## config.mk

```make
export PLATFORM = sky130hd
export DESIGN_NAME = stream_source
export DESIGN_NICKNAME = d
export VERILOG_FILES = /design/src/rtl/stream_source.sv
export SDC_FILE = /design/constraint.sdc
export NUM_CORES = 1
export LEC_CHECK = 0
export ABC_AREA = 1
export BUFFER_PORTS_ARGS = -buffer_cell sky130_fd_sc_hd__buf_2
export CORE_MARGIN = 5
export CORE_UTILIZATION = 57
export DETAILED_ROUTE_END_ITERATION = 10
export PLACE_DENSITY = 0.82
export SYNTH_ARGS = -nofsm -noshare
export SYNTH_HDL_FRONTEND = slang
export SYNTH_SLANG_ARGS = --single-unit
```

## constraint.sdc

```tcl
create_clock -name clk -period 3.63 [get_ports clk]
set_clock_uncertainty 0.2 [all_clocks]
set_input_delay 0.726 -clock clk [delete_from_list [all_inputs] [get_ports clk]]
set_output_delay 0.726 -clock clk [all_outputs]
set_load 0.01 [all_outputs]
```

## src/rtl/stream_source.sv

```systemverilog
`default_nettype none
// ============================================================================
// stream_source: reads data_depth words from memory into a downstream FIFO
// Revision: 1.0 - initial release
// ============================================================================
module stream_source #(
  parameter int DATA_WIDTH = 32,
  parameter int ADDR_WIDTH = 7
) (
  input  logic                  clk,
  input  logic                  rstn,
  input  logic                  start_i,
  input  logic [7:0]            data_depth,
  output logic                  Read_Mem_o,
  output logic [ADDR_WIDTH-1:0] addr_Mem_o,
  input  logic [DATA_WIDTH-1:0] data_mem_i,
  input  logic                  Full_i,
  output logic                  Write_Enable_o,
  output logic [DATA_WIDTH-1:0] data_out,
  output logic                  busy_o,
  output logic                  done
);

  typedef enum logic [1:0] {
    IDLE  = 2'd0,
    FETCH = 2'd1,
    DRAIN = 2'd2,
    DONE  = 2'd3
  } state_t;

  state_t                state;
  state_t                state_nxt;
  logic [7:0]            depth_q;
  logic [7:0]            rd_cnt;
  logic [7:0]            wr_cnt;
  logic [7:0]            wr_cnt_nxt;
  logic                  in_flight;
  logic [DATA_WIDTH-1:0] skid [2];
  logic                  head;
  logic [1:0]            occ;
  logic [1:0]            occ_after_pop;
  logic                  push;
  logic                  pop;
  logic                  rd_ok;
  logic                  start_run;

  always_comb begin
    start_run     = (state == IDLE) && start_i;
    pop           = (occ != 2'd0) && !Full_i;
    push          = in_flight;
    // Crediting this cycle's pop lets a read issue every clock at steady state
    // while occupancy plus in-flight reads still never exceeds two.
    occ_after_pop = occ - {1'b0, pop};
    rd_ok         = (state == FETCH) && (rd_cnt < depth_q) &&
                    ((occ_after_pop + {1'b0, in_flight}) < 2'd2);
    wr_cnt_nxt    = wr_cnt + {7'd0, pop};

    state_nxt = state;
    case (state)
      IDLE:    if (start_i) state_nxt = (data_depth == 8'd0) ? DONE : FETCH;
      FETCH:   if (rd_cnt == depth_q) state_nxt = DRAIN;
      DRAIN:   if (wr_cnt_nxt == depth_q) state_nxt = DONE;
      DONE:    state_nxt = IDLE;
      default: state_nxt = IDLE;
    endcase
  end

  always_ff @(posedge clk or negedge rstn) begin
    if (!rstn) begin
      state      <= IDLE;
      depth_q    <= 8'd0;
      rd_cnt     <= 8'd0;
      wr_cnt     <= 8'd0;
      addr_Mem_o <= '0;
      in_flight  <= 1'b0;
      head       <= 1'b0;
      occ        <= 2'd0;
      skid[0]    <= '0;
      skid[1]    <= '0;
    end else begin
      state     <= state_nxt;
      in_flight <= rd_ok;
      if (start_run) begin
        depth_q    <= data_depth;
        rd_cnt     <= 8'd0;
        wr_cnt     <= 8'd0;
        addr_Mem_o <= '0;
      end else begin
        if (rd_ok) begin
          rd_cnt     <= rd_cnt + 8'd1;
          addr_Mem_o <= addr_Mem_o + ADDR_WIDTH'(1);
        end
        wr_cnt <= wr_cnt_nxt;
      end
      // Tail slot is head offset by the pre-pop occupancy.
      if (push) skid[head ^ occ[0]] <= data_mem_i;
      head <= head ^ pop;
      occ  <= occ + {1'b0, push} - {1'b0, pop};
    end
  end

  assign Read_Mem_o     = rd_ok;
  assign Write_Enable_o = pop;
  assign data_out       = pop ? skid[head] : '0;
  assign busy_o         = (state == FETCH) || (state == DRAIN);
  assign done           = (state == DONE);

endmodule
`default_nettype wire
```

* Word-level counts from Yosys, hierarchy flattened
Index checks and enable logic that the tools add are counted.
** Operators by class
- Add/subtract/negate cells :: 7
- Equal/unequal tests :: 8
- Shift-type cells :: 0
- Divide/modulo/power cells :: 0
- Bitwise operators :: 4
- Magnitude comparators :: 5
- Multiply operators :: 0
- Muxes and demuxes :: 17
- Reductions and logical operators :: 12
** Operator list (number)
- 2-to-1 mux 32 bit :: 5
- bitwise mux 64 bit :: 1
- demux 32 bit (select 1 bit) :: 1
- 2-to-1 mux 8 bit :: 3
- equality test 8 bit :: 2
- 2-to-1 mux 7 bit :: 2
- adder 8 x 1 -> 8 bit :: 1
- adder 8 x 1 -> 8 bit (second input constant) :: 1
- logical NOT 8 bit :: 1
- < comparator 8 bit :: 1
- 2-to-1 mux 2 bit :: 4
- one-hot mux 2 bit (4 select lines) :: 1
- adder 7 x 1 -> 7 bit (second input constant) :: 1
- != test 2 bit (second input constant) :: 3
- logical AND 1 bit :: 5
- adder 2 x 1 -> 2 bit :: 2
- equality test 2 bit (second input constant) :: 2
- greater-or-equal comparator 2 bit (second input constant) :: 2
- NOT 1 -> 2 bit :: 2
- nonzero test 2 bit :: 2
- subtractor 2 x 1 -> 2 bit :: 2
- AND reduction 3 bit :: 1
- equality test 2 x 1 -> 1 bit (second input constant) :: 1
- logical NOT 2 bit :: 1
- other kinds (5) :: 6
** Storage, ports and cells
- Output and inout bits :: 43
- Memory bits (read-only) :: 0
- Latch bits :: 0
- RAM bits :: 0
- Flip-flop bits (word level) :: 101
- Word-level logic and storage cells :: 63
- Memories :: 0

* Logic depth before layout (Yosys ltp)
Gate-level depths: netlist of run 1.
- Depth after elaboration :: 8
- Mapped depth :: 18

* Worst setup path after synthesis of run 1
No wires, ideal clock.
- Kind :: in2out
- Start point :: in Full_i
- End point :: out Read_Mem_o
- Required time :: 2.704 ns
- Setup slack :: 0.075 ns
- Stages on the path :: 11
- Data arrival time :: 2.629 ns
- Path through :: nor2_1 > clkbuf_1 > ha_1 > inv_1 > ha_1 > xnor2_1 > xor2_1 > inv_1 > nor3_2 > nand2_1 > inv_2
** Between the ends
- Longest elaborated chain between the ends :: 6
** Ends and longest elaborated chain
- from (decl) :: RTL line 17 : input logic Full_i,
- logical NOT 1 bit :: RTL line 49 : pop = (occ != 2'd0) && !Full_i;
- logical AND 1 bit :: RTL line 49
- via Write_Enable_o :: RTL line 18 : output logic Write_Enable_o,
- subtractor 2 x 1 -> 2 bit :: RTL line 53 : occ_after_pop = occ - {1'b0, pop};
- adder 2 x 1 -> 2 bit :: RTL line 55 : ((occ_after_pop + {1'b0, in_flight}) < 2'd2);
- < comparator 2 bit :: RTL line 55
- logical AND 1 bit :: RTL line 54 : rd_ok = (state == FETCH) && (rd_cnt < depth_q) &&
- to (decl) :: RTL line 14 : output logic Read_Mem_o,
The timed path passes the listed nets, and every way through them passes these cells.

* Worst setup path after layout of run 1
- Start point :: reg occ[0]
- End point :: out Read_Mem_o
** Between the ends
- Longest elaborated chain between the ends :: 6
** Ends and longest elaborated chain
- from (decl) :: RTL line 40 : logic [1:0] occ;
- from (signal assigned) :: RTL line 98 : occ <= occ + {1'b0, push} - {1'b0, pop};
- nonzero test 2 bit :: RTL line 49
- logical AND 1 bit :: RTL line 49
- subtractor 2 x 1 -> 2 bit (*) :: RTL line 53
- adder 2 x 1 -> 2 bit (*) :: RTL line 55
- < comparator 2 bit (*) :: RTL line 55
- logical AND 1 bit (*) :: RTL line 54
Every way passes the cells marked *; elsewhere a longest branch is shown, timed or not.

==> flow_summary.yaml, run 1 <==
cts:
  cts_num_sinks: 101
  cts_resized: 0
  cts_max_path_buffers: 2
  cts-root-buf: "clkbuf_8"
  cts_max_level: 3
  postCtsSetupRepairBufs: 0
  holdBufCountCts: 0
  clk_latency_ps: 360
  cts_buffers: 9
  path_clk_slew_ps: 100
  cts_tree: "yes"
timing:
  hold_violations: 0
  setup_violations: 0
  rsz0062_at_grt: "false"
  finalWorstPathRequiredPeriod_ps: 3309
  tightest_slew_ps: 1175
  worst_slack_ps: 321.1
  fmax_mhz: 302.2
  maxSlewHeadroom_pct: 21.47
  fin_crit_sh_pct: 91.16
  maxSlewViolCount: 0
  fin_tns_setup_ps: 0
critical_path:
  path_cells: "nor2_1 -> nor2_2 -> ha_1 -> inv_1 -> ha_1 -> xnor2_1 -> xor2_1 -> inv_1 -> nor3_2 -> nand2_1 -> inv_2 -> buf_2"
  critPathMaxStageDelay_ps: 420
  cp-start-kind: "flip-flop"
  critPathKind: "reg2out"
  slowest_stage: "dfrtp_1"
  cp_max_fo: 9
  critPathRequiredTime_ps: 2700
  cp_data_arrival_time_ps: 2380
  cp_num_buf_inv: 4
  crit_path_end_kind: "output pin"
  cp_top_family: "adder cells"
synthesis:
  async_reset_ff_share_pct: 100.0
  netlist_area_um2: 5276
  yosys_warnings: 0
  synth_edf_count: 0
  ys_types: 27
  seq_area_frac_synth_pct: 47.90
  syn-instance-count: 638
  synthFlopType: "dfrtp_1"
  syn-num-nets: 701
  avgSynthCellArea_um2: 8.270
  synth-seq-cells: 101
cells_and_area:
  drive_gt1_share_pct: 21.16
  area_growth_pct: 14.65
  finish.instance_area_um2: 6050
  diodes: 0
  fin_nets: 782
global_route:
  antenna_found_initial: 0
  grt_usage_pct: 20.90
  grt_overflow: 0
  grt_max_degree: 65
  grt_pass1_vias: 4493
  grt_pass1_wl_um: 19500
place:
  portBuffers: 86
  place_area_um2: 5813
  place_worst_setup_slack_ps: 401.4
  dpl.hpwl_um: 7767
  place_congestion: 0.8478
pwr:
  seq_power_share_pct: 38.8
  switchingPower_mw: 1.895
  p_sw_share_pct: 39.45
  pwr_density_cell_nw_per_um2: 794.0
  p_clk_share_pct: 17.6
  peakVddDrop_mv: 0.4704
  combPwrFrac_pct: 43.6
  internal_power_mw: 2.908
  p_leak_nw: 3.334
flow_run:
  maxCapViolations: 0
route:
  drt-initial-drc-count: 231
  ant_nets: 0
  finalWirelength_um: 11210
  wl_per_cell_um: 13.44
  dr_total_vias: 4378
  first_pass_iters: 4
  route.detailed.drc: 0
  drt-vias-per-instance: 5.249
floorplan:
  die_width_um: 106.2
  io_pins: 87
  die_y_um: 106.2
  initial_core_util_pct: 57.65
  core_area_um2: 9153
  die-area_um2: 11280
  std_cell_rows: 35
hold_path:
  hold_class: "in2async"
status:
  status: "completed"
## kinds of logic after synthesis
| logic type | after synthesis | share of synthesized area (%) |
|---|---|---|
| buf+inv | 124 | 8.987 |
| mux | 32 | 6.830 |
| flops | 101 | 47.90 |
| xor+xnor | 17 | 2.822 |
| simple gates | 263 | 21.11 |
| compound gates | 82 | 7.849 |
| fa+ha+maj | 19 | 4.506 |
## registers in the layout, summed over array words and instances (netlist names)
register / flops
in_flight: 1
state: 2
addr_Mem_o: 7
wr_cnt: 8
rd_cnt: 8
occ: 2
head: 1
skid: 64
depth_q: 8
## layout by cell type, fill, tap and decap left out, drive strengths merged, types with 10 or more instances in the layout
master / count
nand2: 182
dfrtp: 101
inv: 101
buf: 93
o21ai: 73
nand3: 40
mux2: 32
nor2: 26
ha: 19
xor2: 11
clkbuf: 10
## power by group through the flow
stage / registers (mW) / clock network, mW / logic [mW]
6_report: 1.87 / 0.843 / 2.09
5_1_grt: 1.92 / 0.906 / 2.41
4_1_cts: 1.86 / 0.860 / 2.12
3_5_place_dp: 1.88 / 0 / 2.09
3_3_place_gp: 1.85 / 0 / 2.00
2_1_floorplan: 1.82 / 0 / 1.53
## Yosys cell counts, drive strengths merged, types with 7 or more instances
cell	number	area share, %
dfrtp	101	48
nor2	26	2.2
mux2	32	6.8
a21oi	8	0.76
ha	19	4.5
buf	7	0.66
nand3	40	3.9
xor2	11	1.8
clkbuf	16	1.1
nand4	7	0.83
nand2	182	13
inv	100	7.1
o21ai	73	6.9
## cell type report
| cell class | instances | area, um^2 |
|---|---|---|
| clock buffers | 10 | 127.6 |
| clock inverters | 5 | 108.9 |
| fillers | 777 | 3103 |
| inverters | 101 | 379.1 |
| multi-input cells | 413 | 2282 |
| flip-flops and latches | 101 | 2527 |
| well taps | 111 | 138.9 |
| repair buffers | 93 | 485.5 |
## path summary, 6_finish.rpt
kind	start	to	slack (ps)	cells past startpoint
max	occ[0]	Read_Mem_o	320	12
min	rstn	skid[24]	240	1
max reg2reg	occ[0]	state[0]	850	16
min reg2reg	skid[48]	skid[48]	310	1
max in group asynchronous	rstn	skid[1]	2270	2
min in group clk	skid[48]	skid[48]	310	1
## metal layers
layer	up-vias	part of all wire [%]	global-route usage [%]
met2	109	49	36.06
met1	2083	44	26.29
li1	2167	-	-
met5	-	0	0
met3	19	4.3	3.947
met4	0	1.9	7.308
## through the flow
step | utilization, % | hold slack, ps | total power [mW] | std cells
4_1_cts | 66.10 | 266.5 | 4.838 | 834
5_1_grt | 66.10 | 301.7 | 5.236 | 834
3_5_place_dp | 63.51 | 293.0 | 3.978 | 819
3_3_place_gp | 63.51 | 286.3 | 3.852 | 819
2_1_floorplan | - | 230.4 | 3.352 | 638
6_report | 66.10 | 238.1 | 4.803 | 834
(Power assumes the default switching activity.)
==> run 2: changes to the inputs <==
--- a/config.mk
+++ b/config.mk
@@ -8,9 +8,9 @@
 export ABC_AREA = 1
 export BUFFER_PORTS_ARGS = -buffer_cell sky130_fd_sc_hd__buf_2
 export CORE_MARGIN = 5
-export CORE_UTILIZATION = 57
+export CORE_UTILIZATION = 26
 export DETAILED_ROUTE_END_ITERATION = 10
-export PLACE_DENSITY = 0.82
+export PLACE_DENSITY = 0.44
 export SYNTH_ARGS = -nofsm -noshare
 export SYNTH_HDL_FRONTEND = slang
 export SYNTH_SLANG_ARGS = --single-unit
==> run 2 against run 1 <==
First-iteration DRC count is 23% lower. Largest power group unchanged. Highest routed layer unchanged. Total power rose by 3.5%. Flip-flop and latch count unchanged.
==> flow_summary.yaml, run 2 (same netlist as run 1, synthesis figures left out) <==
route:
  dr_total_vias: 4188
  first_pass_iters: 4
  ant_nets: 0
  finalWirelength_um: 12520
  wl_per_cell_um: 12.60
  drt-initial-drc-count: 178
  route.detailed.drc: 0
  drt-vias-per-instance: 4.213
place:
  place_congestion: 0.7314
  place_area_um2: 6032
  dpl.hpwl_um: 8611
  portBuffers: 86
  place_worst_setup_slack_ps: 413.6
floorplan:
  die_width_um: 152.5
  io_pins: 87
  std_cell_rows: 52
  initial_core_util_pct: 26.24
  core_area_um2: 20100
  die_y_um: 152.5
  die-area_um2: 23240
pwr:
  p_leak_nw: 3.381
  peakVddDrop_mv: 0.2557
  pwr_density_cell_nw_per_um2: 783.6
cts:
  cts_tree: "yes"
  cts_resized: 0
  holdBufCountCts: 0
  path_clk_slew_ps: 70
  cts-root-buf: "clkbuf_16"
  cts_buffers: 9
  cts_max_level: 3
  cts_num_sinks: 101
  clk_latency_ps: 350
  cts_max_path_buffers: 2
  postCtsSetupRepairBufs: 0
critical_path:
  rrSetupSlack_ps: 940
  critPathMaxStageDelay_ps: 400
  timing.reg2reg.worst_path_depth: 18
  crit_path_end_kind: "output pin"
  cp_max_fo: 9
  endpoint: "Read_Mem_o"
  path_cells: "nor2_1 -> nor2_2 -> ha_1 -> inv_1 -> ha_1 -> xnor2_1 -> xor2_1 -> inv_1 -> nor3_2 -> nand2_1 -> inv_2 -> buf_2"
  r2r_end: "state[1]"
  cp-start-kind: "flip-flop"
  critPathRequiredTime_ps: 2700
  slowest_stage: "dfrtp_1"
  startpoint: "occ[0]"
  critPathKind: "reg2out"
  r2r_start: "occ[0]"
  cp_data_arrival_time_ps: 2320
cells_and_area:
  largest_register_ffs: 64
  finish.instance_area_um2: 6344
  drive_gt1_share_pct: 21.41
  mostFrequentLayoutCells: "177 x nand2_1, 101 x dfrtp_1, 98 x inv_1"
  area_growth_pct: 20.23
  top_register: "skid"
  fin_nets: 783
  layout_commonest_cell: "nand2_1"
  diodes: 0
status:
  status: "completed"
hold_path:
  hold_class: "in2async"
timing:
  tightest_slew_ps: 782.6
  finalWorstPathRequiredPeriod_ps: 3250
  setup_violations: 0
  fin_tns_setup_ps: 0
  holdWs_ps: 195.8
  worst_slack_ps: 379.6
  hold_violations: 0
  fmax_mhz: 307.7
  fin_crit_sh_pct: 89.54
  maxSlewViolCount: 0
  rsz0062_at_grt: "false"
  maxSlewHeadroom_pct: 47.50
global_route:
  grt_max_degree: 65
  grt_usage_pct: 11.10
  grt_pass1_vias: 4262
  grt_pass1_wl_um: 21390
  grt_overflow: 0
  antenna_found_initial: 0
flow_run:
  maxCapViolations: 0
==> run 2: metrics by stage <==
step	instances	power [mW]	util [%]
6_report	994	4.971	31.55
5_1_grt	994	5.494	31.55
4_1_cts	994	5.093	31.55
3_5_place_dp	979	4.029	30.00
3_3_place_gp	979	4.012	30.00
2_1_floorplan	638	3.352	-
==> run 2: cell type report <==
type                            instances  area (um^2)
Tap cell                              270        337.8
Clock inverter                          6        86.33
Fill cell                            2137        13760
Inverter                              101        379.1
Timing Repair Buffer                   94        505.5
Multi-Input combinational cell        413         2282
Clock buffer                            9        225.2
Sequential cell                       101         2527
==> run 2: worst min path at each step <==
stage,from,to,slack [ps]
after floorplan,rstn,addr_Mem_o[0],230
after global placement,skid[48],skid[48],290
after detailed placement,skid[58],skid[58],290
after CTS,rstn,skid[23],210
after global routing,rstn,skid[23],240
final,rstn,skid[23],200
==> run 2: where the power goes <==
| group | leakage [nW] | switching [mW] | internal, mW |
|---|---|---|---|
| combinational | 2.00 | 1.25 | 0.841 |
| clock | 0.152 | 0.428 | 0.601 |
| sequential | 1.23 | 0.239 | 1.61 |
| total | 3.38 | 1.92 | 3.06 |
==> run 2: layer usage <==
metal	routed length [um]	GRT usage, %	part of all wire [%]	up-vias
met5	0	0	0	-
met4	185	3.776	1.5	0
met2	5645	17.76	45	67
met1	6225	14.87	50	1939
li1	-	-	-	2171
met3	466	2.556	3.7	11
==> run 2: critical path: cells and delay by family (launching register included) <==
family / cells / cell delay (ps)
simple gates: 4 / 400
buf+inv: 4 / 410
fa+ha+maj: 2 / 440
flops: 1 / 400
xor+xnor: 2 / 330
==> run 3: changes to the inputs <==
--- a/config.mk
+++ b/config.mk
@@ -5,7 +5,6 @@
 export SDC_FILE = /design/constraint.sdc
 export NUM_CORES = 1
 export LEC_CHECK = 0
-export ABC_AREA = 1
 export BUFFER_PORTS_ARGS = -buffer_cell sky130_fd_sc_hd__buf_2
 export CORE_MARGIN = 5
 export CORE_UTILIZATION = 26
==> run 3 against run 2 <==
Sequential share of layout area increased by 1.3 points. Synthesized area fell by 4.2%. Utilization up 0.32 points. Critical endpoint unchanged.
==> flow_summary.yaml, run 3 <==
route:
  drt-initial-drc-count: 118
  first_pass_iters: 4
  wl_per_cell_um: 14.81
  drt-vias-per-instance: 4.475
  finalWirelength_um: 11790
  dr_total_vias: 3562
  route.detailed.drc: 0
  ant_nets: 0
place:
  portBuffers: 86
  place_area_um2: 5828
  dp.cells: 781
  place_congestion: 0.7145
  dpl.hpwl_um: 8329
  place_worst_setup_slack_ps: 262.2
cells_and_area:
  finalNonFillerCells: 796
  mostFrequentLayoutCells: "100 x dfrtp_1, 85 x buf_2, 63 x mux2_2"
  largest_register_ffs: 64
  fin_nets: 590
  finish.instance_area_um2: 6142
  area_growth_pct: 21.54
  top_register: "skid"
  diodes: 0
  layout_commonest_cell: "dfrtp_1"
  utilization_pct: 31.87
  drive_gt1_share_pct: 34.09
  fill_cells: 2021
critical_path:
  critPathMaxStageDelay_ps: 430
  slowest_stage: "dfrtp_1"
  cp_num_buf_inv: 3
  cp_data_arrival_time_ps: 2430
  cp-start-kind: "flip-flop"
  path_cells: "o21bai_4 -> inv_1 -> ha_1 -> inv_1 -> ha_1 -> xnor2_1 -> xnor2_1 -> nor3b_2 -> o21ai_2 -> nor2_2 -> buf_2"
  crit_path_end_kind: "output pin"
  critPathRequiredTime_ps: 2700
  critPathKind: "reg2out"
  cp_max_fo: 3
  cp_top_family: "adder cells"
global_route:
  antenna_found_initial: 0
  grt_usage_pct: 11.11
  grt_pass1_wl_um: 19650
  grt_pass1_vias: 3821
  grt_max_degree: 55
  grt_overflow: 0
cts:
  path_clk_slew_ps: 70
  cts_resized: 0
  cts_num_sinks: 101
  clk_latency_ps: 340
  cts_buffers: 9
  cts_max_level: 3
  cts_max_path_buffers: 2
  holdBufCountCts: 0
  postCtsSetupRepairBufs: 0
  cts-root-buf: "clkbuf_16"
  cts_tree: "yes"
status:
  status: "completed"
synthesis:
  async_reset_ff_share_pct: 100.0
  synth_area_leader_cell: "dfrtp_1"
  synth_top_cells_by_area: "dfrtp_1 50%, mux2_2 14%, mux2i_1 7.3%, ha_1 4.7%, nor2_1 3.2%"
  avgSynthCellArea_um2: 11.38
  synth-seq-cells: 101
  syn-num-nets: 507
  synth_edf_count: 0
  yosys_warnings: 0
  synth_common_cells: "101 x dfrtp_1, 63 x mux2_2, 43 x nor2_1"
  seq_area_frac_synth_pct: 50.01
  yosysTopAreaCellShare_pct: 50.01
  syn-instance-count: 444
  ys_types: 38
  synthFlopType: "dfrtp_1"
  synth.most_common_cell: "dfrtp_1"
  netlist_area_um2: 5054
timing:
  fin_crit_sh_pct: 92.35
  setup_violations: 0
  tightest_slew_ps: 968.4
  fmax_mhz: 298.3
  maxSlewHeadroom_pct: 35.44
  fin_tns_setup_ps: 0
  finalWorstPathRequiredPeriod_ps: 3352
  maxSlewViolCount: 0
  worst_slack_ps: 277.7
  rsz0062_at_grt: "false"
  holdWs_ps: 233.1
  hold_violations: 0
floorplan:
  die_width_um: 149.4
  std_cell_rows: 51
  die-area_um2: 22320
  initial_core_util_pct: 26.22
  io_pins: 87
  core_area_um2: 19270
  die_y_um: 149.4
pwr:
  p_total_mw: 3.105
  pwr_density_cell_nw_per_um2: 505.5
  p_leak_nw: 2.917
  peakVddDrop_mv: 0.2282
flow_run:
  maxCapViolations: 0
hold_path:
  hold_class: "in2async"
-- run 3: metal layers --
layer  vias up  wire [um]  track usage (%)
li1       1722          -                -
met1      1773       5246            13.67
met2        61       5893            19.32
met3         6        552            3.362
met4         0         94            2.334
met5         -          0                0
-- run 3: worst register-to-register path: stages (launching register included) --
cell,delay [ps]
dfrtp_1,430
o21bai_4,150
inv_1,80
ha_1,270
inv_1,40
ha_1,180
xnor2_1,130
xnor2_1,160
nor3b_2,260
o21ai_2,100
buf_4,210
or4_1,510
a21oi_1,170
-- run 3: path summary, 6_finish.rpt --
kind	slack, ps	end	depth (start not counted)	startpoint
max in group asynchronous	2260	addr_Mem_o[6]	2	rstn
worst max register to register	660	addr_Mem_o[3]	12	occ[0]
min in group clk	300	skid[34]	1	skid[34]
worst min register to register	300	skid[34]	1	skid[34]
worst min-delay path	230	skid[48]	1	rstn
worst max-delay path	280	Read_Mem_o	11	occ[0]
-- run 3: kinds of logic (layout without fill, tap and decap cells) --
kind of cell | count (synthesis) | in the layout | synth area share (%)
muxes | 102 | 102 | 21.81
AOI/OAI and AO/OA | 48 | 48 | 5.793
xor gates and xnor gates | 18 | 18 | 3.392
and+or+nand+nor | 114 | 114 | 10.94
adders and majority gates | 19 | 19 | 4.704
buffers and inverters | 42 | 129 | 3.342
DFF | 101 | 101 | 50.01
-- run 3: power by group --
| group | internal (mW) | switching, mW |
|---|---|---|
| Combinational | 0.364 | 0.406 |
| Clock | 0.616 | 0.410 |
| Sequential | 1.22 | 0.0934 |
| Total | 2.20 | 0.910 |
-- run 3: cell type report --
| cell class | count | area, um^2 | area share, % |
|---|---|---|---|
| inverters | 19 | 71.32 | 1.161 |
| well taps | 265 | 331.6 | 5.398 |
| clock buffers | 10 | 239.0 | 3.891 |
| multi-input cells | 301 | 2371 | 38.60 |
| flip-flops and latches | 101 | 2529 | 41.17 |
| clock inverters | 5 | 75.07 | 1.222 |
| repair buffers | 95 | 525.5 | 8.556 |
